[config.mk]
export PLATFORM = sky130hd
export DESIGN_NAME = voice_alloc
export DESIGN_NICKNAME = d
export VERILOG_FILES = /design/src/rtl/voice_pkg.sv /design/src/rtl/voice_alloc_lru_rank.sv /design/src/rtl/voice_alloc.sv
export SDC_FILE = /design/constraint.sdc
export NUM_CORES = 1
export LEC_CHECK = 0
export CORE_AREA = 3 3 171 173
export DETAILED_ROUTE_END_ITERATION = 8
export DIE_AREA = 0 0 174 176
export PLACE_DENSITY = 0.66
export SLEW_MARGIN = 20
export SYNTH_ARGS = -nofsm -noshare
export SYNTH_HDL_FRONTEND = slang
export SYNTH_SLANG_ARGS = --single-unit
[constraint.sdc]
create_clock -name clk -period 17.67 [get_ports clk]
set_clock_uncertainty 0.05 [all_clocks]
set_input_delay 3.534 -clock clk [delete_from_list [all_inputs] [get_ports clk]]
set_output_delay 3.534 -clock clk [all_outputs]
set_load 0.01 [all_outputs]
[src/rtl/voice_pkg.sv]
// rtl/voice_pkg.sv - shared defaults and types for the polyphonic voice allocator
package voice_pkg;

    localparam int DEF_VOICES  = 4;
    localparam int DEF_PITCH_W = 6;
    localparam int DEF_FREQ_W  = 24;

    typedef logic [$clog2(DEF_VOICES)-1:0] rank_t;

    typedef struct packed {
        logic [DEF_PITCH_W-1:0] pitch;
        logic [DEF_FREQ_W-1:0]  freq;
        logic                   gate;
        logic                   trig_pend;
    } voice_t;

endpackage

[src/rtl/voice_alloc_lru_rank.sv]
// rtl/voice_alloc_lru_rank.sv - least-recently-allocated rank permutation (0 = newest)
module lru_rank
    import voice_pkg::*;
#(
    parameter int VOICES = DEF_VOICES,
    parameter int RANK_W = $clog2(VOICES)
) (
    input  logic                          clk,
    input  logic                          rst,
    input  logic                          touch_en,
    input  logic [RANK_W-1:0]             touch_idx,
    output logic [VOICES-1:0][RANK_W-1:0] rank
);

    logic [RANK_W-1:0] touched_rank;

    assign touched_rank = rank[touch_idx];

    // Touched voice moves to the front; only voices newer than it age by one,
    // so the ranks remain a permutation.
    always_ff @(posedge clk or posedge rst) begin
        if (rst) begin
            for (int i = 0; i < VOICES; i++) begin
                rank[i] <= RANK_W'(VOICES - 1 - i);
            end
        end else if (touch_en) begin
            for (int i = 0; i < VOICES; i++) begin
                if (RANK_W'(i) == touch_idx) begin
                    rank[i] <= '0;
                end else if (rank[i] < touched_rank) begin
                    rank[i] <= rank[i] + RANK_W'(1);
                end
            end
        end
    end

endmodule

[src/rtl/voice_alloc.sv]
// rtl/voice_alloc.sv - key events to per-voice pitch/freq/gate/trigger with frame snapshots
module voice_alloc
    import voice_pkg::*;
#(
    parameter int VOICES  = DEF_VOICES,
    parameter int PITCH_W = DEF_PITCH_W,
    parameter int FREQ_W  = DEF_FREQ_W
) (
    input  logic                           clk,
    input  logic                           rst,
    input  logic                           key_press,
    input  logic                           key_release,
    input  logic [PITCH_W-1:0]             pitch,
    input  logic [FREQ_W-1:0]              freq,
    input  logic                           frame_start,
    output logic [VOICES-1:0][PITCH_W-1:0] v_pitch,
    output logic [VOICES-1:0][FREQ_W-1:0]  v_freq,
    output logic [VOICES-1:0]              v_gate,
    output logic [VOICES-1:0]              v_trigger,
    output logic [$clog2(VOICES):0]        active_count,
    output logic                           steal,
    output logic                           drop
);

    localparam int IDX_W = $clog2(VOICES);
    localparam int CNT_W = IDX_W + 1;

    logic [VOICES-1:0][PITCH_W-1:0] live_pitch;
    logic [VOICES-1:0][FREQ_W-1:0]  live_freq;
    logic [VOICES-1:0]              live_gate;
    logic [VOICES-1:0]              live_trig;
    logic [VOICES-1:0][IDX_W-1:0]   rank;

    logic [VOICES-1:0] hit;
    logic              match_found;
    logic              free_found;
    logic              old_found;
    logic [IDX_W-1:0]  match_idx;
    logic [IDX_W-1:0]  free_idx;
    logic [IDX_W-1:0]  free_rank;
    logic [IDX_W-1:0]  old_idx;
    logic [IDX_W-1:0]  old_rank;
    logic [IDX_W-1:0]  sel_idx;
    logic [VOICES-1:0] gate_nx;
    logic [VOICES-1:0] trig_nx;
    logic [CNT_W-1:0]  count_nx;
    logic              steal_nx;
    logic              drop_nx;

    lru_rank #(
        .VOICES (VOICES),
        .RANK_W (IDX_W)
    ) u_rank (
        .clk       (clk),
        .rst       (rst),
        .touch_en  (key_press),
        .touch_idx (sel_idx),
        .rank      (rank)
    );

    // Dedup keeps at most one gated voice per pitch, so any hit is the hit.
    always_comb begin
        hit         = '0;
        match_found = 1'b0;
        match_idx   = '0;
        free_found  = 1'b0;
        free_idx    = '0;
        free_rank   = '0;
        old_found   = 1'b0;
        old_idx     = '0;
        old_rank    = '0;
        for (int i = 0; i < VOICES; i++) begin
            hit[i] = live_gate[i] && (live_pitch[i] == pitch);
            if (hit[i]) begin
                match_found = 1'b1;
                match_idx   = IDX_W'(i);
            end
            if (!live_gate[i] && (!free_found || rank[i] > free_rank)) begin
                free_found = 1'b1;
                free_idx   = IDX_W'(i);
                free_rank  = rank[i];
            end
            if (live_gate[i] && (!old_found || rank[i] > old_rank)) begin
                old_found = 1'b1;
                old_idx   = IDX_W'(i);
                old_rank  = rank[i];
            end
        end

        if (match_found) begin
            sel_idx = match_idx;
        end else if (free_found) begin
            sel_idx = free_idx;
        end else begin
            sel_idx = old_idx;
        end

        steal_nx = key_press && !match_found && !free_found;
        drop_nx  = key_press && key_release;
    end

    // A trigger set in the snapshot cycle must survive the clear of captured bits.
    always_comb begin
        gate_nx  = live_gate;
        trig_nx  = frame_start ? '0 : live_trig;
        count_nx = '0;
        if (key_press) begin
            gate_nx[sel_idx] = 1'b1;
            trig_nx[sel_idx] = 1'b1;
        end else if (key_release) begin
            gate_nx = live_gate & ~hit;
        end
        for (int i = 0; i < VOICES; i++) begin
            count_nx = count_nx + CNT_W'(gate_nx[i]);
        end
    end

    always_ff @(posedge clk or posedge rst) begin
        if (rst) begin
            live_pitch   <= '0;
            live_freq    <= '0;
            live_gate    <= '0;
            live_trig    <= '0;
            v_pitch      <= '0;
            v_freq       <= '0;
            v_gate       <= '0;
            v_trigger    <= '0;
            active_count <= '0;
            steal        <= 1'b0;
            drop         <= 1'b0;
        end else begin
            live_gate <= gate_nx;
            live_trig <= trig_nx;
            if (key_press) begin
                live_pitch[sel_idx] <= pitch;
                live_freq[sel_idx]  <= freq;
            end
            if (frame_start) begin
                v_pitch   <= live_pitch;
                v_freq    <= live_freq;
                v_gate    <= live_gate;
                v_trigger <= live_trig;
            end
            active_count <= count_nx;
            steal        <= steal_nx;
            drop         <= drop_nx;
        end
    end

endmodule
==> metrics.md, run 1 <==
| Metric | Value |
|---|---|
| Post-CTS Setup Bufs | 0 |
| Startpoint Class | input pin |
| Fraction of the yosys area taken by sequential cells | 60.77% |
| Highest clock frequency the design can meet | 154.1 MHz |
| GR Layer Usage met1 | 21.30% |
| Sink of the worst hold path | live_freq[2] |
| Count of buffers from port buffering | 167 |
| Area Overhead vs Synth | 26.49% |
| Share of layout cells above drive strength 1 | 33.55% |
| Syn Std Cell Area | ~11000 sq um |
| Endpoint of the worst register-to-register path | active_count[1] |
| CTS tree | yes |
| Num CTS Buffers | 29 |
| Per-cell routed wire length | 18.31 um |
| Min Hold Slack | 0.4302 ns |
| Setup repair after global routing missed its margin | false |
| Antenna-violating nets left | 0 |
| Required time of the critical path | 18.04 ns |
| Minimum setup slack among reg-to-reg paths | 11.77 ns |
| Vias in the first global route | 6978 |
| Asr flop ratio synth | 100.0% |
| First-pass iteration count of the detailed router | 4 |
| Pin count of the biggest net entering global routing | between 100 and 150 |
| Leading cell type in the layout, fill and taps excluded | sky130_fd_sc_hd__dfrtp_1 |
| Final routed DRC violation total | 0 |
| H-tree depth | 1 |
| Hold depth | 1 |
| Final core utilization | 50.47% |
| Worst Tran Pin Value | 1.006 ns |
| Number of nets in the final layout | 957 |
| Syn nets | 790 |
| Post-Syn Area per Cell | 14.98 sq um |
| Cells after synthesis | 740 |
| R2R Path Start | live_gate[0] |
| Leading cell types in the layout, fill and taps excluded | sky130_fd_sc_hd__dfrtp_1 (265), sky130_fd_sc_hd__mux2_2 (245), sky130_fd_sc_hd__clkdlybuf4s50_1 (166) |
| Crit-path cells | clkdlybuf4s50_1 > xor2_1 > nor4_1 > and3_1 > nand2b_1 > a21o_1 > nor3b_4 > a21o_1 > fa_1 > ha_1 > ha_1 |
| Post-CTS sizing | 0 |
| Final Critical Period | 6.490 ns |
| Number of top-level pins | 168 |
| Cell at the root of the clock tree | sky130_fd_sc_hd__clkbuf_16 |
| Initial core utilization | 39.90% |
| Max-slew violation total from the final report | 0 |
| Hold buffer count at cts | 0 |
| Initial antenna violation count | 0 |
| Length in cells of the worst reg-to-reg path | 24 |
| Register bit count reported by yosys | between 200 and 300 |
| GR Util All Layers | 15.79% |
| Type of the worst setup path | input pin to register |
| CP Max Fanout | 8 |
| Buffer depth of the longest clock path | 3 |
| Top_reg_cell synth | sky130_fd_sc_hd__dfrtp_1 |
| Final Hold Violating Endpoints | 0 |
| Final setup violating endpoints | 0 |
| Worst-Skew Late Latency | around 0.54 ns |
| Run status | finished, final reports clean |
| Iter 0 DRT Violations | 212 |
| CTS Sinks | approximately 270 |
| Highest-delay cell along the critical path | sky130_fd_sc_hd__clkdlybuf4s50_1 |
| Largest stage delay on the critical path | around 0.6 ns |
| Total global routing overflow | 0 |
| Worst Path Arrival | ~6.9 ns |
| Fraction of the cycle the final worst path needs | 36.73% |
| Clock Pin Slew Worst Setup and Hold Paths | 0.06 ns |
| Global-route wire length before repair | 39260 um |
| Setup TNS | 0 ns |
| Area of the die | a little over 30000 sq um |
| Met2 Track Usage GR | 25.35% |
| Vert. Die Dim | about 180 um |
| Type of the most critical hold path | register to register |
| Distinct cells, synth | 56 |
| Core area | 27780 sq um |
| Gp weighted congestion | 0.8374 |
| Worst hold path startpoint | live_freq[2] |
| Relative slew margins | roughly 33% |
| Post-synth EDFFs | 0 |
| Antenna cells | 0 |
| Met3 usage in global routing | under 10% |
| Width of the die | 174 um |
| Total via count in the routed design | 6501 |
| Maxcap violations | 0 |
| Std cell rows | 61 |
| Yosys warning count | 0 |
| Total Wirelength | 23890 um |
| HPWL Detailed | 15020 um |
| Worst slack, placed | 10.60 ns |
| Nature of the critical path endpoint | register |
| Layer with the highest usage | met2 |
| Via density | approximately 5.0 |
| Final WS setup | 11.18 ns |
[area by class of cell]
class                   instances  area [sq um]
inverters                      10         45.04
clock buffers                  43         838.3
flip-flops and latches        269          6736
repair buffers                174          1725
multi-input cells             423          4098
clock inverters                 8         105.1
fillers                      2453         13760
well taps                     378         473.0
[cell families (layout without fill, tap and decap cells)]
family / count (synthesis) / after routing / share of synthesized area (%)
and+or+nand+nor: 81 / 81 / 4.188
buffers and inverters: 48 / 235 / 2.359
muxes: 250 / 250 / 25.40
xor gates and xnor gates: 24 / 24 / 1.964
DFF: 269 / 269 / 60.77
AOI/OAI and AO/OA: 53 / 53 / 3.556
adders and majority gates: 15 / 15 / 1.761
[worst max path at each step]
| stage | end | cells past startpoint | startpoint |
|---|---|---|---|
| 5_1_grt | active_count[1] | 11 | pitch[5] |
| 6_report | active_count[1] | 11 | pitch[5] |
| 3_3_place_gp | active_count[1] | 11 | pitch[5] |
| 3_5_place_dp | active_count[1] | 11 | pitch[5] |
| 2_1_floorplan | active_count[0] | 1 | rst |
| 4_1_cts | active_count[1] | 11 | pitch[5] |
[state kept, by name, summed over array words and instances (netlist names)]
signal        flops
v_trigger         4
u_rank.rank       8
live_pitch       24
live_gate         4
steal             1
v_freq           96
v_gate            4
drop              1
v_pitch          24
live_freq        96
active_count      3
live_trig         4
[synthesized netlist by cell type (all sizes together) (3+ instances only)]
cell type,count,share of area (%)
a21o,7,0.47
nand3,6,0.27
nor2b,9,0.53
ha,14,1.6
mux2,250,25
and3,3,0.17
nor3,4,0.23
a41oi,3,0.24
buf,26,1.6
o21a,3,0.20
nor2,15,0.51
nand2b,4,0.23
xor2,22,1.8
and4,3,0.26
nand2,19,0.64
nand4,3,0.17
dfrtp,265,60
clkbuf,12,0.41
inv,10,0.34
o21ai,8,0.36
a21oi,12,0.58
dfstp,4,0.95
nor4,6,0.47
[worst max-delay path, delay by kind of cell]
family	cells	cell delay [ns]
adder cells (fa/ha/maj)	3	0.98
buffers and inverters	1	0.60
XOR/XNOR	1	0.25
AO/OA/AOI/OAI	2	0.52
AND/OR/NAND/NOR	4	0.97
[stage by stage]
step,cells,cell area (sq um)
floorplan,740,11080
global placement,1254,13080
detailed placement,1254,13080
CTS,1305,14020
global route,1305,14020
finish,1305,14020
[metal layers]
| layer | wire length, um | vias to the layer above |
|---|---|---|
| met3 | 1772 | 31 |
| met5 | 0 | - |
| li1 | - | 2978 |
| met4 | 457 | 0 |
| met1 | 10660 | 3349 |
| met2 | 11000 | 143 |
Power of run 1 is not shown: default switching activity piles up to over one toggle a cycle in this logic, so the estimate is an artifact.
==> run 2: changes to the inputs <==
Clock period 17.67 ns to 6.04 ns, I/O delays scaled along.
==> run 2 against run 1 <==
First-iteration DRC count up 26%; sequential share of layout area up 0.052 points; non-clock buffer count up 3; cell area about the same; flip-flop and latch count unchanged; critical path depth up 13; utilization about the same; cell count up 0.23%.
==> metrics.md, run 2 (synthesis results as in run 1) <==
| Metric | Value |
|---|---|
| R2R Path Start | u_rank.rank[1] |
| Required time of the critical path | around 6.4 ns |
| Nature of the critical path endpoint | register |
| Max-slew violation total from the final report | 0 |
| Number of top-level pins | 168 |
| CTS Sinks | 269 |
| Total via count in the routed design | 6466 |
| Number of fill cells | 2419 |
| Antenna cells | 0 |
| Capture point of the worst path | active_count[1] |
| Post-CTS Setup Bufs | 0 |
| Initial antenna violation count | 0 |
| Top flop regs | live_freq x96, v_freq x96 |
| Final routed DRC violation total | 0 |
| Iter 0 DRT Violations | roughly 270 |
| Endpoint of the worst register-to-register path | active_count[1] |
| Width of the die | approximately 170 um |
| Uppermost signal routing layer after detailed routing | met4 |
| Setup repair after global routing missed its margin | false |
| Final core utilization | 50.42% |
| Final Critical Period | about 5.6 ns |
| Setup TNS | 0 ns |
| Maxcap violations | 0 |
| Share of layout cells above drive strength 1 | around a third |
| Worst Tran Pin Value | roughly 0.89 ns |
| Post-CTS sizing | 0 |
| Area Overhead vs Synth | 26.38% |
| Antenna-violating nets left | 0 |
| Total Wirelength | about 24000 um |
| Length in cells of the worst reg-to-reg path | 24 |
| Gp weighted congestion | roughly 0.82 |
| Worst Path Arrival | a little under 6 ns |
| H-tree depth | 1 |
| Pin count of the biggest net entering global routing | 153 |
| Detailed-route wire length on metal 1 | 10580 um |
| Area of the die | 30620 sq um |
| Routed met2 length | around 11000 um |
| Relative slew margins | 40.45% |
| Area of combinational cells with multiple inputs | approximately 4100 sq um |
| Detailed-routed wire length on met3 | 1683 um |
| Fraction of the cycle the final worst path needs | 92.47% |
| Global-route wire length before repair | 38320 um |
| Num CTS Buffers | 29 |
| Number of nets in the final layout | 960 |
| Reg area | between 6000 and 7000 sq um |
| Vias in the first global route | approximately 6700 |
| Initial core utilization | 39.90% |
| Type of the worst setup path | register to register |
| Final Hold Violating Endpoints | 0 |
| Clock Pin Slew Worst Setup and Hold Paths | 0.06 ns |
| Core area | 27780 sq um |
| Startpoint Class | register |
| Run status | finished, final reports clean |
| First-pass iteration count of the detailed router | 4 |
| CP Max Fanout | 7 |
| Leading cell types in the layout, fill and taps excluded | sky130_fd_sc_hd__dfrtp_1 (264), sky130_fd_sc_hd__mux2_2 (245), sky130_fd_sc_hd__clkdlybuf4s50_1 (166) |
| Total global routing overflow | 0 |
| Std cell rows | 61 |
| Start point of the critical path | u_rank.rank[1] |
| Vert. Die Dim | 176 um |
| Hold buffer count at cts | 0 |
| Per-cell routed wire length | approximately 18 um |
| Highest clock frequency the design can meet | 179.0 MHz |
| GR Util All Layers | 15.37% |
| Minimum setup slack among reg-to-reg paths | 0.45 ns |
| Final setup violating endpoints | 0 |
| Buffer depth of the longest clock path | 3 |
| HPWL Detailed | 15020 um |
| Type of the most critical hold path | register to register |
| Via density | between 4 and 5 |
| CTS tree | yes |
| Worst-Skew Late Latency | between 0.5 and 0.6 ns |
| Min Hold Slack | 0.4302 ns |
| Count of buffers from port buffering | 167 |
| Leading cell type in the layout, fill and taps excluded | sky130_fd_sc_hd__dfrtp_1 |
| Cell at the root of the clock tree | sky130_fd_sc_hd__clkbuf_16 |
-- run 2: layout make-up --
cell class | count | area share (%)
Multi-Input combinational cell | 423 | 29.25
Clock buffer | 44 | 6.011
Sequential cell | 269 | 48.10
Tap cell | 378 | 3.376
Timing Repair Buffer | 177 | 12.54
Clock inverter | 7 | 0.4287
Inverter | 10 | 0.2947
-- run 2: worst min path at each step --
stage | startpoint | endpoint | slack, ns | depth (start not counted)
floorplan | live_trig[0] | live_trig[0] | 0.40 | 1
global placement | live_freq[0] | live_freq[0] | 0.41 | 1
detailed placement | live_freq[0] | live_freq[0] | 0.42 | 1
CTS | live_freq[0] | live_freq[0] | 0.43 | 1
global route | live_freq[0] | live_freq[0] | 0.45 | 1
finish | live_freq[0] | live_freq[0] | 0.43 | 1
-- run 2: worst max-delay path: stages (launching register included) --
cell,delay (ns)
sky130_fd_sc_hd__dfstp_2,0.60
sky130_fd_sc_hd__nand2_1,0.08
sky130_fd_sc_hd__ha_1,0.29
sky130_fd_sc_hd__nor2b_1,0.13
sky130_fd_sc_hd__o21ai_0,0.26
sky130_fd_sc_hd__a21boi_0,0.18
sky130_fd_sc_hd__a32oi_1,0.26
sky130_fd_sc_hd__ha_1,0.29
sky130_fd_sc_hd__nor2b_1,0.14
sky130_fd_sc_hd__o211a_1,0.24
sky130_fd_sc_hd__a21o_1,0.20
sky130_fd_sc_hd__nor2_1,0.10
sky130_fd_sc_hd__a21oi_1,0.06
sky130_fd_sc_hd__ha_1,0.30
sky130_fd_sc_hd__nor2b_1,0.13
sky130_fd_sc_hd__o21ai_0,0.21
sky130_fd_sc_hd__o211a_1,0.20
sky130_fd_sc_hd__a211o_1,0.16
sky130_fd_sc_hd__nand2_1,0.08
sky130_fd_sc_hd__a21oi_2,0.26
sky130_fd_sc_hd__nor3b_4,0.25
sky130_fd_sc_hd__a21o_1,0.16
sky130_fd_sc_hd__fa_1,0.40
sky130_fd_sc_hd__ha_1,0.21
sky130_fd_sc_hd__ha_1,0.26
-- run 2: stage by stage --
step | std cells | setup slack [ns] | cell area (sq um)
3_5_place_dp | 1257 | 0.4137 | 13110
6_report | 1308 | 0.4549 | 14010
4_1_cts | 1308 | 0.3874 | 14010
3_3_place_gp | 1257 | 0.5533 | 13110
2_1_floorplan | 740 | 0.5432 | 11090
5_1_grt | 1308 | 0.01515 | 14010
-- run 2: routing by layer --
layer  vias up  global-route usage [%]
li1       2969                       -
met1      3331                   21.12
met2       137                   24.09
met3        29                   4.882
met4         0                   3.351
met5         -                       0
Power of run 2 is left out for the same reason.
==> run 3: changes to the inputs <==
Settings changed: SKIP_CTS_REPAIR_TIMING from default to 1.
==> results of run 3 <==
No change in the layout: final DEF, timing and power equal those of run 2.
Power of run 3 is left out for the same reason.
